File: src/rtl/vga_pkg.sv
// ---------------------------------------------------------------------------
// vga_pkg
// Shared definitions for the 160x120 framebuffer drawing stages (fill,
// circle, future line stage).
//   SCREEN_W_DEF / SCREEN_H_DEF : default framebuffer resolution
//   colour_t                    : 3-bit pixel colour
//   circle_state_t              : circle plotter FSM states
//   octant_t                    : octant index 0..7
// ---------------------------------------------------------------------------
package vga_pkg;

  localparam int SCREEN_W_DEF = 160;
  localparam int SCREEN_H_DEF = 120;

  typedef logic [2:0] colour_t;
  typedef logic [2:0] octant_t;

  typedef enum logic [1:0] {
    IDLE = 2'd0,
    INIT = 2'd1,
    PLOT = 2'd2,
    DONE = 2'd3
  } circle_state_t;

endpackage

File: src/rtl/circle_octant.sv
// ---------------------------------------------------------------------------
// circle_octant
// Combinational mapping of one Bresenham offset pair (ox, oy) into the
// candidate pixel for a given octant, plus an on-screen test.
// Ports:
//   i_cx, i_cy   : circle centre (unsigned)
//   i_ox, i_oy   : current offsets (unsigned)
//   i_oct        : octant index 0..7
//   o_x, o_y     : candidate pixel, signed 10-bit (never wraps)
//   o_on_screen  : 1 when 0 <= x < SCREEN_W and 0 <= y < SCREEN_H
// ---------------------------------------------------------------------------
module circle_octant
  import vga_pkg::*;
#(
  parameter int SCREEN_W = vga_pkg::SCREEN_W_DEF,
  parameter int SCREEN_H = vga_pkg::SCREEN_H_DEF
) (
  input  logic [7:0]        i_cx,
  input  logic [6:0]        i_cy,
  input  logic [7:0]        i_ox,
  input  logic [7:0]        i_oy,
  input  octant_t           i_oct,
  output logic signed [9:0] o_x,
  output logic signed [9:0] o_y,
  output logic              o_on_screen
);

  // 10-bit signed holds 159+255 and 0-255 without wrapping.
  logic signed [9:0] w_cx;
  logic signed [9:0] w_cy;
  logic signed [9:0] w_ox;
  logic signed [9:0] w_oy;

  assign w_cx = $signed({2'b00, i_cx});
  assign w_cy = $signed({3'b000, i_cy});
  assign w_ox = $signed({2'b00, i_ox});
  assign w_oy = $signed({2'b00, i_oy});

  always_comb begin
    o_x = w_cx;
    o_y = w_cy;
    case (i_oct)
      3'd0: begin o_x = w_cx + w_ox; o_y = w_cy + w_oy; end
      3'd1: begin o_x = w_cx + w_oy; o_y = w_cy + w_ox; end
      3'd2: begin o_x = w_cx - w_ox; o_y = w_cy + w_oy; end
      3'd3: begin o_x = w_cx - w_oy; o_y = w_cy + w_ox; end
      3'd4: begin o_x = w_cx - w_ox; o_y = w_cy - w_oy; end
      3'd5: begin o_x = w_cx - w_oy; o_y = w_cy - w_ox; end
      3'd6: begin o_x = w_cx + w_ox; o_y = w_cy - w_oy; end
      3'd7: begin o_x = w_cx + w_oy; o_y = w_cy - w_ox; end
      default: begin o_x = w_cx; o_y = w_cy; end
    endcase
  end

  assign o_on_screen = (o_x >= 10'sd0) && (o_x < $signed(10'(SCREEN_W))) &&
                       (o_y >= 10'sd0) && (o_y < $signed(10'(SCREEN_H)));

endmodule

File: src/rtl/circle.sv
// ---------------------------------------------------------------------------
// circle
// Bresenham circle plotter for the 160x120 framebuffer. Emits one candidate
// pixel per clock on the vga_adapter bus, walking octants 0..7 for every
// (ox, oy) step. Off-screen candidates are suppressed (vga_plot = 0) but
// still take their cycle.
// Ports:
//   clk, rst_n             : clock, asynchronous active-low reset
//   colour, centre_x/y,    : draw parameters, latched in INIT
//   radius
//   start                  : level request, held until done is seen
//   done                   : high while in DONE
//   vga_x, vga_y,          : pixel bus to vga_adapter; x/y/colour are 0
//   vga_colour, vga_plot     outside PLOT, plot only for on-screen pixels
// ---------------------------------------------------------------------------
module circle
  import vga_pkg::*;
#(
  parameter int SCREEN_W = vga_pkg::SCREEN_W_DEF,
  parameter int SCREEN_H = vga_pkg::SCREEN_H_DEF
) (
  input  logic       clk,
  input  logic       rst_n,
  input  logic [2:0] colour,
  input  logic [7:0] centre_x,
  input  logic [6:0] centre_y,
  input  logic [7:0] radius,
  input  logic       start,
  output logic       done,
  output logic [7:0] vga_x,
  output logic [6:0] vga_y,
  output logic [2:0] vga_colour,
  output logic       vga_plot
);

  circle_state_t      r_state;
  logic [7:0]         r_cx;
  logic [6:0]         r_cy;
  colour_t            r_col;
  logic [7:0]         r_ox;
  logic [7:0]         r_oy;
  logic signed [10:0] r_crit;
  octant_t            r_oct;

  logic signed [9:0]  w_x;
  logic signed [9:0]  w_y;
  logic               w_on_screen;
  logic               w_in_plot;

  circle_octant #(
    .SCREEN_W (SCREEN_W),
    .SCREEN_H (SCREEN_H)
  ) u_octant (
    .i_cx        (r_cx),
    .i_cy        (r_cy),
    .i_ox        (r_ox),
    .i_oy        (r_oy),
    .i_oct       (r_oct),
    .o_x         (w_x),
    .o_y         (w_y),
    .o_on_screen (w_on_screen)
  );

  // ---- Bresenham step, evaluated every cycle, applied on the oct=7 cycle --
  // All step arithmetic is done in 12-bit signed so that ox-1 at ox=0
  // (radius 0) goes to -1 rather than wrapping to 255; otherwise the
  // oy > ox termination test would never fire.
  logic [8:0]         w_oy_inc;
  logic signed [11:0] w_oy_inc_s;
  logic signed [11:0] w_ox_dec_s;
  logic signed [11:0] w_ox_new_s;
  logic signed [11:0] w_crit_ext;
  logic signed [11:0] w_crit_next;
  logic               w_crit_le0;
  logic               w_finish;

  assign w_oy_inc   = {1'b0, r_oy} + 9'd1;
  assign w_oy_inc_s = $signed({3'b000, w_oy_inc});
  assign w_ox_dec_s = $signed({4'b0000, r_ox}) - 12'sd1;
  assign w_crit_ext = {r_crit[10], r_crit};
  assign w_crit_le0 = r_crit[10] || (r_crit == 11'sd0);

  assign w_crit_next = w_crit_le0
                     ? w_crit_ext + (w_oy_inc_s <<< 1) + 12'sd1
                     : w_crit_ext + ((w_oy_inc_s - w_ox_dec_s) <<< 1) + 12'sd1;
  assign w_ox_new_s  = w_crit_le0 ? $signed({4'b0000, r_ox}) : w_ox_dec_s;
  assign w_finish    = w_oy_inc_s > w_ox_new_s;

  // ---- FSM -----------------------------------------------------------------
  always_ff @(posedge clk or negedge rst_n) begin
    if (!rst_n) begin
      r_state <= IDLE;
      r_cx    <= '0;
      r_cy    <= '0;
      r_col   <= '0;
      r_ox    <= '0;
      r_oy    <= '0;
      r_crit  <= '0;
      r_oct   <= '0;
    end else begin
      case (r_state)
        IDLE: begin
          if (start) begin
            r_state <= INIT;
          end
        end
        INIT: begin
          r_cx    <= centre_x;
          r_cy    <= centre_y;
          r_col   <= colour;
          r_ox    <= radius;
          r_oy    <= '0;
          r_crit  <= 11'sd1 - $signed({3'b000, radius});
          r_oct   <= '0;
          r_state <= PLOT;
        end
        PLOT: begin
          if (r_oct == 3'd7) begin
            r_oy   <= w_oy_inc[7:0];
            r_crit <= w_crit_next[10:0];
            if (!w_crit_le0) begin
              r_ox <= r_ox - 8'd1;
            end
            r_oct <= '0;
            if (w_finish) begin
              r_state <= DONE;
            end
          end else begin
            r_oct <= r_oct + 3'd1;
          end
        end
        DONE: begin
          if (!start) begin
            r_state <= IDLE;
          end
        end
        default: r_state <= IDLE;
      endcase
    end
  end

  // ---- Outputs: decoded from registers only --------------------------------
  assign w_in_plot  = (r_state == PLOT);
  assign done       = (r_state == DONE);
  assign vga_plot   = w_in_plot && w_on_screen;
  assign vga_x      = w_in_plot ? w_x[7:0] : 8'd0;
  assign vga_y      = w_in_plot ? w_y[6:0] : 7'd0;
  assign vga_colour = w_in_plot ? r_col : 3'd0;

  // Upper candidate bits only matter for the on-screen test.
  logic w_unused_bits;
  assign w_unused_bits = ^{w_x[9:8], w_y[9:7], w_crit_next[11]};

endmodule

File: config.mk
export PLATFORM = sky130hd
export DESIGN_NAME = circle
export DESIGN_NICKNAME = d
export VERILOG_FILES = /design/src/rtl/vga_pkg.sv /design/src/rtl/circle_octant.sv /design/src/rtl/circle.sv
export SDC_FILE = /design/constraint.sdc
export NUM_CORES = 1
export LEC_CHECK = 0
export BUFFER_PORTS_ARGS = -buffer_cell sky130_fd_sc_hd__buf_2
export CAP_MARGIN = 5
export CORE_MARGIN = 5
export CORE_UTILIZATION = 45
export CTS_CLUSTER_SIZE = 25
export DETAILED_ROUTE_END_ITERATION = 12
export RECOVER_POWER = 100
export SLEW_MARGIN = 20
export SYNTH_ARGS = -nofsm -noshare
export SYNTH_HDL_FRONTEND = slang
export SYNTH_SLANG_ARGS = --single-unit
File: constraint.sdc
create_clock -name clk -period 5.8 [get_ports clk]
set_input_delay 0.29 -clock clk [delete_from_list [all_inputs] [get_ports clk]]
set_output_delay 0.29 -clock clk [all_outputs]
set_load 0.01 [all_outputs]
Word level (Yosys, flattened, before mapping)

Cells that the tools add are included.

Flip-flop bits (word level): 50
Bits of input ports: 29
Output and inout bits: 20

$add $sub $neg: 18
Magnitude comparators: 5
Equality and inequality tests: 15
Muxes and demuxes: 21
Reductions and logical operators: 20

Operators by type and width:

| kind                                                               | count |
|---|---|
| case mux 10 bit (4 select lines)                                   | 2 |
| 2-to-1 mux 8 bit                                                   | 4 |
| case mux 8 bit (2 select lines)                                    | 2 |
| adder 11 bit                                                       | 2 |
| adder 11 x 2 -> 11 bit, second input constant                      | 2 |
| 2-to-1 mux 11 bit                                                  | 2 |
| case mux 11 bit (2 select lines)                                   | 1 |
| greater-or-equal comparator 10 x 1 -> 1 bit, second input constant | 2 |
| adder 7 x 8 -> 9 bit                                               | 2 |
| adder 8 x 8 -> 9 bit                                               | 2 |
| subtractor 7 x 8 -> 9 bit                                          | 2 |
| subtractor 8 x 8 -> 9 bit                                          | 2 |
| OR reduction 2 bit                                                 | 8 |
| == test 3 bit, second input constant                               | 4 |
| > comparator 10 x 12 -> 1 bit                                      | 1 |
| 2-to-1 mux 12 bit                                                  | 1 |
| zero test 11 bit                                                   | 1 |
| < comparator 10 x 8 -> 1 bit, second input constant                | 1 |
| < comparator 10 x 9 -> 1 bit, second input constant                | 1 |
| subtractor 10 x 9 -> 10 bit                                        | 1 |
| adder 8 x 1 -> 9 bit, second input constant                        | 1 |
| subtractor 1 x 8 -> 9 bit, first input constant                    | 1 |
| subtractor 8 x 1 -> 9 bit, second input constant                   | 1 |
| 2-to-1 mux 2 bit                                                   | 4 |
| other kinds (20)                                                   | 29 |

Logic depth before layout (Yosys ltp)

Word-level depth: 8
Mapped depth: 19

Hierarchy

A second synthesis with hierarchy kept.

Cells, all modules: 813
Area total of the unflattened synthesis: 6670.1 um2

By module, submodules not included:

| module        | instances | cells each | area each (um2) | seq. area each (um2) |
|---|---|---|---|---|
| circle        | 1         | 488        | 4292.9          | 1251.2 |
| circle_octant | 1         | 325        | 2377.3          | 0.0 |

Worst setup path before layout

OpenSTA, ideal clock, no wires.

Path type: reg2out
Start point: reg r_oct[0]
End point: out vga_plot
Arrival: 3684 ps
Slack: 1826 ps
Stages on the path, launching flop included: 15
Cell sequence: dfrtp_1 -> ha_1 -> ha_1 -> nor2_1 -> clkbuf_1 -> o21ai_0 -> ha_1 -> fa_1 -> a211oi_1 -> nor2_1 -> o31a_1 -> xor2_1 -> a211oi_1 -> a2111oi_0 -> a2111oi_2

Longest elaborated chain between the ends: 8
Elaborated cells between the ends (all ways): 26
Classes of those cells: 4 x order compare; 7 x eq/ne; 2 x mux; 13 x reduce/logical

Ends and longest elaborated chain:

| item                                                                                               | line                | RTL |
|---|---|---|
| from (decl)                                                                                        | circle.sv:43        | `octant_t r_oct;` |
| from (signal assigned)                                                                             | circle.sv:129       | `r_oct <= r_oct + 3'd1;` |
| == test 3 bit, or another cell as far along                                                        | circle_octant.sv:42 | `case (i_oct)` |
| OR reduction 2 bit (no line)                                                                       | n/a                 |  |
| case mux 10 bit (4 select lines)                                                                   | circle_octant.sv:42 |  |
| greater-or-equal comparator 10 x 1 -> 1 bit / < comparator 10 x 9 -> 1 bit (equally long branches) | circle_octant.sv:55 | `assign o_on_screen = (o_x >= 10'sd0) && (o_x < $signed(10'(SCREEN_W))) &&` |
| logical AND 1 bit (2 in series)                                                                    | circle_octant.sv:55 |  |
| logical AND 1 bit *                                                                                | circle_octant.sv:56 | `(o_y >= 10'sd0) && (o_y < $signed(10'(SCREEN_H)));` |
| logical AND 1 bit *                                                                                | circle.sv:145       | `assign vga_plot = w_in_plot && w_on_screen;` |
| to (decl)                                                                                          | circle.sv:33        | `output logic vga_plot` |

Every way passes the cells marked *; elsewhere a longest branch is shown, timed or not.

Worst setup path in the final report

Start point: reg r_oct[1]
End point: out vga_plot

Same word-level chain as after synthesis.

==> impl.org <==
** Critical path
- The worst setup path is captured at an output pin.
- Cell at the slowest stage of the critical path :: sky130_fd_sc_hd__clkbuf_1
- The setup check on the worst reg-to-reg path leaves a slack of 1590 ps.
- The endpoint identified for the worst register-to-register timing path is r_crit[10].
- Arrival time at the worst endpoint :: 4740 ps
- The critical path goes through inv_1 -> ha_1 -> nor2b_1 -> a21oi_1 -> clkbuf_1 -> nand2_1 -> o21ai_0 -> ha_1 -> inv_1 -> fa_1 -> nand2b_1 -> a21oi_1 -> a31oi_1 -> xnor2_1 -> a221oi_1 -> nand2_1 -> a2111oi_2 -> clkbuf_1.
- For this run, the slowest stage of the critical path takes 510 ps.
- Critical Setup Path Class :: flip-flop to output pin
- Category of cells accounting for the largest share of critical-path delay :: compound AO/OA/AOI/OAI gates
- Highest net fanout along the worst path :: 16
- Buffers and inverters on the worst path :: 4
- Worst-case reg-to-reg path depth :: 16
- The worst register-to-register path begins at r_ox[1].
- STA classifies the critical path startpoint as a flip-flop.
- Required time at the endpoint of the critical path :: 5510 ps

** Floorplan
- For this configuration, the core starts out at a cell density of 45.6%.
- In this run the core area contains 44 standard-cell rows.
- Number of primary I/O pins :: 49
- In this run the horizontal extent of the chip is 131 microns.
- The floorplan step set the die height to 131 microns.
- Core footprint :: 14500 sq um
- Die Outline Area :: 17200 sq um

** Placement
- Timing analysis after detailed placement gives a worst setup slack of 1160 ps.
- Buffers placed on the I/O ports in this run total 48.
- At the end of routability-driven placement, the weighted congestion stood at 0.922.
- Sum of net half-perimeters after detailed placement :: 15.9 mm

** Hold path
- The startpoint identified for the worst hold timing path is centre_x[1].
- Hold path endpoint :: r_cx[1]
- Tightest Hold Check Type :: primary input to flip-flop
- Number of cells traversed by the worst hold path :: 3

** Power and ir drop
- Power density of the placed cells :: 708 nW/um^2
- Worst VDD drop :: 0.447 mV
- After layout, the design draws a total of 0.00504 W.
- In this run the static leakage power is 3.04 nW.

** Cells and area
- The final layout contains 987 nets.
- Post-synthesis to final-layout area growth :: 8.00%
- Cells with a size suffix above 1 make up 7.94% of the layout.
- 0 antenna diodes ended up in the layout.

** Clock network
- Number of hold-repair buffers added at the cts stage :: 0
- Clk Tree Root Cell :: sky130_fd_sc_hd__clkbuf_16
- TritonCTS clock tree :: built
- CTS clock-pin slew for the worst setup and hold paths :: 70 ps
- Number of clock sinks :: 50
- The H-tree was split into 2 levels.
- CTS Buf Count :: 5
- Post-CTS setup buffer count :: 0
- In this run the deepest clock path goes through 2 buffers.
- The number of gates resized after CTS was 0.
- Later-pin clock latency in the skew report :: 310 ps

** Yosys
- Mean area per synthesized cell :: 8.07 sq um
- Flop and latch count out of synthesis :: 50
- Number of standard cells after synthesis :: 818
- Counting every net in the synthesized netlist gives 950.
- Syn. warnings :: 0
- Counting flops with an async set or reset pin after synthesis yields a share of 100%.
- For this run, the leading register cell type out of synthesis is sky130_fd_sc_hd__dfrtp_1.
- The mapped netlist covers 6600 sq um.
- After synthesis, the netlist uses 67 different library cells.
- Sequential area share after synthesis :: 19.0%
- Number of flops mapped to enable cells by yosys :: 0

** Routing
- After detailed routing, the total wire length is 20.8 mm.
- Dividing the detail-routed via count by the number of cells gives 6.08.
- Initial DRC count :: 452
- The pre-antenna-repair detailed-routing pass consisted of 7 iterations.
- Count of vias placed by the detailed router :: 6321
- In the final routed layout, each cell accounts on average for 20.0 microns.
- Number of design rule violations left after detail routing :: 0
- The count of nets left with antenna violations once routing finished came out at 0.

** GRT
- Grt total ovfl :: 0
- Via count of the first global-routing pass :: 6188
- Initial antenna violation count :: 0
- Largest net degree at the start of global routing :: 51
- The first global-routing pass estimated 33.0 mm of wire.
- For this run, the total global-route usage over all layers was measured as 24.8%.

** STA
- Summed over all failing endpoints, the final setup total negative slack is 0 ps.
- Number of failing setup endpoints in the final timing report :: 0
- Fmax :: 199 MHz
- Crit share post-route :: 86.7%
- Tightest Pin Transition :: 3210 ps
- Remaining max-slew budget at the tightest pin :: -114%
- Time the worst path needs with I/O delays and setup :: 5030 ps
- Clock skew on the completed layout was measured at 16.2 ps.
- Setup repair after global routing left no endpoint under its margin.
- Setup slack closes at 770 ps.
- The max-slew violation total from the final report is 124.
- Fin. Hold Viols :: 0

** Job
- The tool flagged a number of max-cap violations equal to 3.

** Outcome
- The run finished, with violations left.
- Violations in the final reports :: capacitance limit, slew limit
final cells by class:
type	instances	area, sq um
Tap cell	184	230
Clock inverter	1	5.00
Clock buffer	7	143
Fill cell	1487	7350
Multi-Input combinational cell	698	5080
Inverter	46	173
Sequential cell	50	1250
Timing Repair Buffer	54	246
where the power goes:
part	total [W]	switching [W]	internal, W
registers	0.000719	0.000225	0.000493
logic	0.00400	0.00231	0.00169
clock network	0.000323	0.000151	0.000172
sequential cells by signal (all words and copies together) (netlist names):
register	count
r_crit	11
r_cx	8
r_ox	8
r_oy	8
r_cy	7
r_col	3
r_oct	3
r_state	2
cell families (layout without fill, tap and decap cells):
logic type	Yosys count	count (layout)	share of synthesized area, %
flops	50	50	19.0
simple gates	255	255	19.7
compound gates	250	250	24.1
mux	19	19	3.19
buf+inv	70	108	4.08
fa+ha+maj	103	103	20.6
xor+xnor	71	71	9.42
worst min-delay path: stages:
cell	delay, ps
sky130_fd_sc_hd__buf_2	70
sky130_fd_sc_hd__nand2_1	40
sky130_fd_sc_hd__o21ai_0	60
metrics by stage:
step | hold WS, ps | cell area (sq um) | utilization [%] | instances
2_1_floorplan | -5.59 | 6600 | - | 818
3_3_place_gp | 480 | 7020 | 48.5 | 1032
3_5_place_dp | 490 | 7020 | 48.5 | 1032
4_1_cts | 160 | 7170 | 49.5 | 1040
5_1_grt | 210 | 7130 | 49.2 | 1040
6_report | 191 | 7130 | 49.2 | 1040
layout by cell type (no fill, tap or decap), types with 4 or more instances in the layout:
cell type / n
sky130_fd_sc_hd__o21ai_0: 80
sky130_fd_sc_hd__clkbuf_16: 5
sky130_fd_sc_hd__o22ai_1: 7
sky130_fd_sc_hd__clkbuf_1: 22
sky130_fd_sc_hd__mux2_2: 16
sky130_fd_sc_hd__nor2_1: 62
sky130_fd_sc_hd__a211oi_1: 22
sky130_fd_sc_hd__nor3_1: 20
sky130_fd_sc_hd__a2111oi_0: 4
sky130_fd_sc_hd__or3_1: 6
sky130_fd_sc_hd__dfrtp_1: 50
sky130_fd_sc_hd__nand2b_1: 11
sky130_fd_sc_hd__ha_1: 94
sky130_fd_sc_hd__inv_1: 45
sky130_fd_sc_hd__and2_1: 5
sky130_fd_sc_hd__buf_2: 32
sky130_fd_sc_hd__nand2_1: 58
sky130_fd_sc_hd__o21a_1: 9
sky130_fd_sc_hd__and3_1: 8
sky130_fd_sc_hd__xnor2_1: 50
sky130_fd_sc_hd__or2_2: 4
sky130_fd_sc_hd__a21o_1: 14
sky130_fd_sc_hd__fa_1: 9
sky130_fd_sc_hd__xor2_1: 21
sky130_fd_sc_hd__nand4_1: 7
sky130_fd_sc_hd__nand3_1: 19
sky130_fd_sc_hd__nor4_1: 4
sky130_fd_sc_hd__o211ai_1: 12
sky130_fd_sc_hd__o21bai_1: 5
sky130_fd_sc_hd__a31oi_1: 12
sky130_fd_sc_hd__and2_0: 4
sky130_fd_sc_hd__a21oi_1: 47
sky130_fd_sc_hd__nor3b_1: 7
sky130_fd_sc_hd__nor2b_1: 25
sky130_fd_sc_hd__a21boi_0: 4
sky130_fd_sc_hd__nand3b_1: 5
Yosys cell counts (8+ instances only):
| library cell | n | area, sq um |
|---|---|---|
| sky130_fd_sc_hd__mux2_2 | 16 | 180 |
| sky130_fd_sc_hd__o21a_1 | 9 | 67.6 |
| sky130_fd_sc_hd__o211ai_1 | 12 | 90.1 |
| sky130_fd_sc_hd__fa_1 | 9 | 180 |
| sky130_fd_sc_hd__a21oi_1 | 47 | 235 |
| sky130_fd_sc_hd__inv_1 | 45 | 169 |
| sky130_fd_sc_hd__nor3_1 | 20 | 100 |
| sky130_fd_sc_hd__dfrtp_1 | 50 | 1250 |
| sky130_fd_sc_hd__o21ai_0 | 80 | 400 |
| sky130_fd_sc_hd__xnor2_1 | 50 | 438 |
| sky130_fd_sc_hd__a31oi_1 | 12 | 75.1 |
| sky130_fd_sc_hd__a21o_1 | 14 | 105 |
| sky130_fd_sc_hd__nand3_1 | 19 | 95.1 |
| sky130_fd_sc_hd__ha_1 | 94 | 1180 |
| sky130_fd_sc_hd__nand2b_1 | 11 | 68.8 |
| sky130_fd_sc_hd__nand2_1 | 58 | 218 |
| sky130_fd_sc_hd__xor2_1 | 21 | 184 |
| sky130_fd_sc_hd__nor2_1 | 62 | 233 |
| sky130_fd_sc_hd__clkbuf_1 | 20 | 75.1 |
| sky130_fd_sc_hd__nor2b_1 | 25 | 156 |
| sky130_fd_sc_hd__and3_1 | 8 | 50.1 |
| sky130_fd_sc_hd__and2_1 | 9 | 56.3 |
| sky130_fd_sc_hd__a211oi_1 | 22 | 165 |
routing by layer:
metal | wire length, microns | share of wire [%] | vias up | track usage, %
met2 | 9520 | 46 | 195 | 39.6
met3 | 1510 | 7.3 | 29 | 5.43
met5 | 0 | 0 | - | 0
met4 | 374 | 1.8 | 0 | 5.75
li1 | - | - | 3068 | -
met1 | 9390 | 45 | 3029 | 34.3
worst max-delay path by stage:
stage | startpoint | end | slack (ps) | depth (start not counted)
after floorplan | r_oct[0] | vga_plot | 1830 | 14
after global placement | r_oct[2] | vga_plot | 1330 | 14
after detailed placement | r_oct[2] | vga_plot | 1160 | 14
after CTS | r_oct[2] | vga_plot | 800 | 14
after global routing | r_oct[2] | vga_plot | 360 | 14
final | r_oct[1] | vga_plot | 770 | 18
No activity file was read; power rests on OpenSTA's default activity.
